## config.mk

```make
export PLATFORM = sky130hd
export DESIGN_NAME = ctrl_pipe_chain
export DESIGN_NICKNAME = d
export VERILOG_FILES = /design/src/rtl/ctrl_pipe_pkg.sv /design/src/rtl/ctrl_pipe_stage.sv /design/src/rtl/ctrl_pipe_chain.sv
export SDC_FILE = /design/constraint.sdc
export NUM_CORES = 1
export LEC_CHECK = 0
export ABC_AREA = 1
export BUFFER_PORTS_ARGS = -buffer_cell sky130_fd_sc_hd__buf_4
export CAP_MARGIN = 10
export CORE_MARGIN = 2
export CORE_UTILIZATION = 44
export DETAILED_ROUTE_END_ITERATION = 8
export PLACE_DENSITY = 0.81
export SLEW_MARGIN = 20
export SYNTH_ARGS = -nofsm -noshare
export SYNTH_HDL_FRONTEND = slang
export SYNTH_HIERARCHICAL = 1
export SYNTH_SLANG_ARGS = --single-unit
```

## constraint.sdc

```tcl
create_clock -name clk -period 0.9 [get_ports clk]
set_input_delay 0.09 -clock clk [delete_from_list [all_inputs] [get_ports clk]]
set_output_delay 0.09 -clock clk [all_outputs]
set_load 0.02 [all_outputs]
```

## src/rtl/ctrl_pipe_pkg.sv

```systemverilog
`default_nettype none
// +----------------------------------------------------------------------------+
// | ctrl_pipe_pkg : control-word field positions and chain-wide constants      |
// | Revision 1.0                                                               |
// +----------------------------------------------------------------------------+
package ctrl_pipe_pkg;

   localparam int REGWRITE_BIT = 0;
   localparam int MEMWRITE_BIT = 1;
   localparam int MEMTOREG_BIT = 2;
   localparam int ALUSRC_BIT   = 3;
   localparam int ALUCTRL_LSB  = 4;
   localparam int ALUCTRL_MSB  = 7;

   // All-zero word means no register or memory write downstream.
   localparam logic [7:0] CTRL_NOP = 8'h00;

   localparam int STAGES_MAX = 8;

endpackage
`default_nettype wire

```

## src/rtl/ctrl_pipe_stage.sv

```systemverilog
`default_nettype none
// +----------------------------------------------------------------------------+
// | ctrl_pipe_stage : one {valid, ctrl} register, flush > hold > drain > load  |
// | Revision 1.0                                                               |
// +----------------------------------------------------------------------------+
module ctrl_pipe_stage
   import ctrl_pipe_pkg::*;
#(
   parameter int                CTRL_W   = 8,
   parameter logic [CTRL_W-1:0] NOP_CTRL = CTRL_W'(CTRL_NOP)
) (
   input  logic              clk,
   input  logic              reset,
   input  logic              flush,
   input  logic              hold,
   input  logic              drain,
   input  logic              up_valid,
   input  logic [CTRL_W-1:0] up_ctrl,
   output logic              valid,
   output logic [CTRL_W-1:0] ctrl
);

   always_ff @(posedge clk or negedge reset) begin
      if (!reset) begin
         valid <= 1'b0;
         ctrl  <= NOP_CTRL;
      end else if (flush) begin
         valid <= 1'b0;
         ctrl  <= NOP_CTRL;
      end else if (!hold) begin
         if (drain) begin
            valid <= 1'b0;
            ctrl  <= NOP_CTRL;
         end else begin
            // Invalid upstream words are normalised so bubbles always carry NOP.
            valid <= up_valid;
            ctrl  <= up_valid ? up_ctrl : NOP_CTRL;
         end
      end
   end

endmodule
`default_nettype wire

```

## src/rtl/ctrl_pipe_chain.sv

```systemverilog
`default_nettype none
// +----------------------------------------------------------------------------+
// | ctrl_pipe_chain : STAGES-deep control-word pipe with stall/flush/bubbles;  |
// | CTRL_PIPE_PERF_CNT_EN adds stall-cycle and bubble counters.  Revision 1.0  |
// +----------------------------------------------------------------------------+
module ctrl_pipe_chain
   import ctrl_pipe_pkg::*;
#(
   parameter int                STAGES   = 3,
   parameter int                CTRL_W   = 8,
   parameter logic [CTRL_W-1:0] NOP_CTRL = CTRL_W'(CTRL_NOP),
   parameter int                CNT_W    = 16
) (
   input  logic                     clk,
   input  logic                     reset,
   input  logic [CTRL_W-1:0]        ctrl_in,
   input  logic                     valid_in,
   input  logic [STAGES-1:0]        stall,
   input  logic [STAGES-1:0]        flush,
   output logic                     in_ready,
   output logic [STAGES*CTRL_W-1:0] stage_ctrl,
   output logic [STAGES-1:0]        stage_valid,
   output logic [CNT_W-1:0]         stall_cycles,
   output logic [CNT_W-1:0]         bubble_count
);

   if (STAGES < 1 || STAGES > STAGES_MAX) begin : g_bad_stages
      $error("ctrl_pipe_chain: STAGES out of range");
   end

   logic [STAGES-1:0] hold;
   logic [STAGES-1:0] bubble_evt;

   // A stall anywhere downstream freezes every earlier stage.
   always_comb begin
      logic acc;
      acc  = 1'b0;
      hold = '0;
      for (int i = STAGES - 1; i >= 0; i--) begin
         acc     = acc | stall[i];
         hold[i] = acc;
      end
   end

   assign in_ready = ~hold[0] | ~reset;

   for (genvar i = 0; i < STAGES; i++) begin : g_stage
      logic              up_valid;
      logic [CTRL_W-1:0] up_ctrl;
      logic              drain;

      if (i == 0) begin : g_head
         assign up_valid = valid_in;
         assign up_ctrl  = ctrl_in;
         assign drain    = 1'b0;
      end else begin : g_body
         assign up_valid = stage_valid[i-1];
         assign up_ctrl  = stage_ctrl[(i-1)*CTRL_W +: CTRL_W];
         assign drain    = hold[i-1];
      end

      assign bubble_evt[i] = drain & ~hold[i] & ~flush[i] & up_valid;

      ctrl_pipe_stage #(
         .CTRL_W   (CTRL_W),
         .NOP_CTRL (NOP_CTRL)
      ) u_stage (
         .clk      (clk),
         .reset    (reset),
         .flush    (flush[i]),
         .hold     (hold[i]),
         .drain    (drain),
         .up_valid (up_valid),
         .up_ctrl  (up_ctrl),
         .valid    (stage_valid[i]),
         .ctrl     (stage_ctrl[i*CTRL_W +: CTRL_W])
      );
   end

`ifdef CTRL_PIPE_PERF_CNT_EN
   logic [CNT_W-1:0] stall_cnt;
   logic [CNT_W-1:0] bubble_cnt;

   always_ff @(posedge clk or negedge reset) begin
      if (!reset) begin
         stall_cnt  <= '0;
         bubble_cnt <= '0;
      end else begin
         if (hold[0] && stall_cnt != '1)
            stall_cnt <= stall_cnt + CNT_W'(1);
         if (|bubble_evt && bubble_cnt != '1)
            bubble_cnt <= bubble_cnt + CNT_W'(1);
      end
   end

   assign stall_cycles = stall_cnt;
   assign bubble_count = bubble_cnt;
`else
   logic unused_evt;
   assign unused_evt   = ^bubble_evt;
   assign stall_cycles = '0;
   assign bubble_count = '0;
`endif

endmodule
`default_nettype wire

```

==> impl_metrics.py <==
metrics = {
    "critical_path": {
        "worstPathCellList": "buf_6, buf_6",
        "setup.worst_path.start": "g_stage[0].u_stage/valid",
        "max_stage_delay_ns": 0.41,
        "critical_path.startpoint_type": "flip-flop",
        "critical_path_depth": 2,
        "cp.buffers_inverters": 2,
        "timing.setup.critical_path_class": "reg2out",
        "crit_path_end_kind": "output pin",
        "timing.critical_path.arrival_ns": 0.97,
        "setup.worst_path.end": "stage_valid[0]",
        "worst_ep_required_time_ns": 0.81,
        "ff2ff_path_depth": 5,
        "timing.critical_path.mode_cell": "sky130_fd_sc_hd__buf_6",
        "crit_family": "flip-flops",
        "r2r_end": "g_stage[1].u_stage/ctrl[2]",
        "reg2reg_setup_slack_ns": -0.07,
        "crit_path_max_fanout": 2,
        "source_of_the_worst_register_to_register_timing_path": "g_stage[0].u_stage/valid",
        "critical-path-slowest-cell": "sky130_fd_sc_hd__dfrtp_1",
    },
    "global_routing": {
        "wire_length_of_the_first_global_routing_pass_mm": 5.13,
        "grtUsageTotal_pct": 18.9,
        "first_global_vias": 1167,
        "grt_start_max_net_pins": 28,
        "antenna_violations_before_repair": 0,
        "grt.overflow.total": 0,
    },
    "die": {
        "die-area_mm2": 0.00366,
        "fp.dieH_um": 60.5,
        "floorplan.initialDensity_pct": 46.0,
        "num_rows": 20,
        "core-area_mm2": 0.00305,
        "chipWidth_um": 60.5,
        "io-pin-count": 77,
    },
    "power": {
        "report.power.total_mw": 2.12,
        "power.ir.vdd_worst_mv": 0.550,
        "power-per-cell-area_mw_per_mm2": 943,
        "total_leakage_power_nw": 1.26,
    },
    "synthesis": {
        "yosysTopAreaCell": "sky130_fd_sc_hd__dfrtp_1",
        "mappedNetlistArea_mm2": 0.00140,
        "synth_seq_area_share_pct": 48.1,
        "synth_area_leaders": "sky130_fd_sc_hd__dfrtp_1 48%, sky130_fd_sc_hd__buf_4 18%, sky130_fd_sc_hd__nand2_1 15%",
        "synth_cells": 163,
        "yosys_warnings": 6,
        "yosysUniqueCellTypes": 10,
        "synth_top_area_share_pct": 48.1,
        "postSynthRegisterBits": 27,
        "synth.avg_cell_area_um2": 8.61,
    },
    "cts": {
        "tritoncts_num_sinks": 27,
        "cts-root-buf": "sky130_fd_sc_hd__clkbuf_4",
        "clk_pin_slew_worst_paths_ns": 0.14,
        "numCtsBuffers": 3,
        "tritoncts": "yes",
        "worst_case_clock_buffer_depth": 2,
        "clkLatencyLatePin_ns": 0.32,
        "htreeDepth": 1,
    },
    "timing": {
        "final_critical_path_setup_slack_ns": -0.160,
        "fin_crit_sh_pct": 118,
        "timing_max_transition_violations_final": 0,
        "hold_viol": 0,
        "rsz_0062_raised_after_global_routing": "true",
        "min_period_ns": 1.06,
        "setup_violations": 37,
        "fin_worst_skew_ns": 0.00290,
        "clock.fmax_mhz": 944,
        "hold_ws_ns": 0.0168,
        "timing.setup.tns_ns": -2.41,
    },
    "layout": {
        "antenna_cells_inserted": 0,
        "syn2layout_area_growth_pct": 59.8,
        "fillers": 227,
        "postLayoutCoreUtil_pct": 73.5,
        "multi_input_area_um2": 676,
        "drive_gt1_share_pct": 45.8,
        "finish.net_count": 271,
        "seq_area_um2": 676,
    },
    "placed_design": {
        "dp.final_hpwl_mm": 2.07,
        "finalWeightedCongestion": 0.728,
        "pre_cts_ws_ns": -0.116,
        "place.port_buffers": 44,
    },
    "status": {
        "run_status": "complete, but fails checks",
        "violations": "negative setup slack",
    },
    "detailed_routing": {
        "routedWlPerCell_um": 11.3,
        "routed_wl_mm": 3.35,
        "initialDrtViolationCount": 27,
        "first_pass_iters": 4,
        "route.vias.total": 1244,
        "final_antenna_net_count": 0,
        "post_drt_via_cell_ratio": 4.19,
        "drcViolationCount": 0,
    },
    "flow_run": {
        "max_cap_viol_count": 0,
    },
    "min_path": {
        "hold_path.class": "in2reg",
    },
}
==> stage by stage <==
stage                     area, um^2  cells
after floorplan                 1520    195
after global placement          1700    255
after detailed placement        1700    255
after CTS                       2110    290
after global routing            2240    297
final                           2240    297
==> where the power goes <==
| group | switching [mW] | internal [mW] |
|---|---|---|
| combinational | 0.260 | 0.120 |
| clock | 0.348 | 0.166 |
| sequential | 0.00400 | 1.22 |
==> cell usage after synthesis <==
cell type                  n
sky130_fd_sc_hd__nor2_4    6
sky130_fd_sc_hd__conb_1    1
sky130_fd_sc_hd__nand3_1  24
sky130_fd_sc_hd__buf_4    34
sky130_fd_sc_hd__inv_1     5
sky130_fd_sc_hd__nand2_2   2
sky130_fd_sc_hd__nor2_2    4
sky130_fd_sc_hd__dfrtp_1  27
sky130_fd_sc_hd__inv_2     3
sky130_fd_sc_hd__nand2_1  57
==> routing by layer <==
metal	routed length, um	global-route usage, %	vias to the layer above
met5	0	0	-
met4	27	5.59	0
met2	1910	36.5	54
met1	1270	21.8	567
li1	-	-	621
met3	151	2.13	2
==> what timing repair did <==
item,in CTS,in global routing
endpoints found under the hold margin,34,0
setup endpoints to repair,35,46
gates resized for setup,35,20
pin swaps,0,7
buffers inserted,23,6
hold buffers,8,0
cloned,0,2
==> flip-flops by register name (all words and copies together) (netlist names) <==
signal	flops
g_stage.u_stage/ctrl	24
g_stage.u_stage/valid	3
==> area by class of cell <==
class / instances / share of cell area [%]
clock inverters: 1 / 0.223
well taps: 44 / 2.45
multi-input cells: 128 / 30.1
clock buffers: 3 / 1.00
inverters: 8 / 1.56
flip-flops and latches: 27 / 30.1
repair buffers: 86 / 34.5
==> placed cells by master, fill, tap and decap left out, types with 8 or more instances in the layout <==
cell	n
sky130_fd_sc_hd__buf_4	49
sky130_fd_sc_hd__buf_6	29
sky130_fd_sc_hd__conb_1	33
sky130_fd_sc_hd__dfrtp_1	27
sky130_fd_sc_hd__dlygate4sd3_1	8
sky130_fd_sc_hd__nand2_1	55
sky130_fd_sc_hd__nand3_1	11
sky130_fd_sc_hd__nand3_2	13
sky130_fd_sc_hd__nor2_4	11
==> worst min-delay path by stage <==
| stage | start | end | slack [ns] | cells after the start |
|---|---|---|---|---|
| after floorplan | reset | g_stage[0].u_stage/ctrl[0] | -0.21 | 0 |
| after global placement | reset | g_stage[0].u_stage/valid | 0.11 | 2 |
| after CTS | ctrl_in[6] | g_stage[0].u_stage/ctrl[6] | 0.01 | 3 |
| final | ctrl_in[6] | g_stage[0].u_stage/ctrl[6] | 0.02 | 3 |
| after detailed placement | reset | g_stage[0].u_stage/valid | 0.12 | 2 |
| after global routing | ctrl_in[6] | g_stage[0].u_stage/ctrl[6] | 0.008 | 3 |
==> kinds of logic after synthesis <==
kind of cell / count (synthesis) / synth area share, %
other: 1 / 0.267
flip-flops: 27 / 48.1
buffers and inverters: 42 / 20.3
AND/OR/NAND/NOR: 93 / 31.3
==> worst register-to-register path, stage by stage, from the launching register on <==
cell and delay (ns):
sky130_fd_sc_hd__dfrtp_1 0.39, sky130_fd_sc_hd__buf_4 0.12, sky130_fd_sc_hd__inv_4 0.04, sky130_fd_sc_hd__nor2_4 0.20, sky130_fd_sc_hd__nand3_2 0.11, sky130_fd_sc_hd__nand2_1 0.07
No activity file was read; power rests on OpenSTA's default activity.
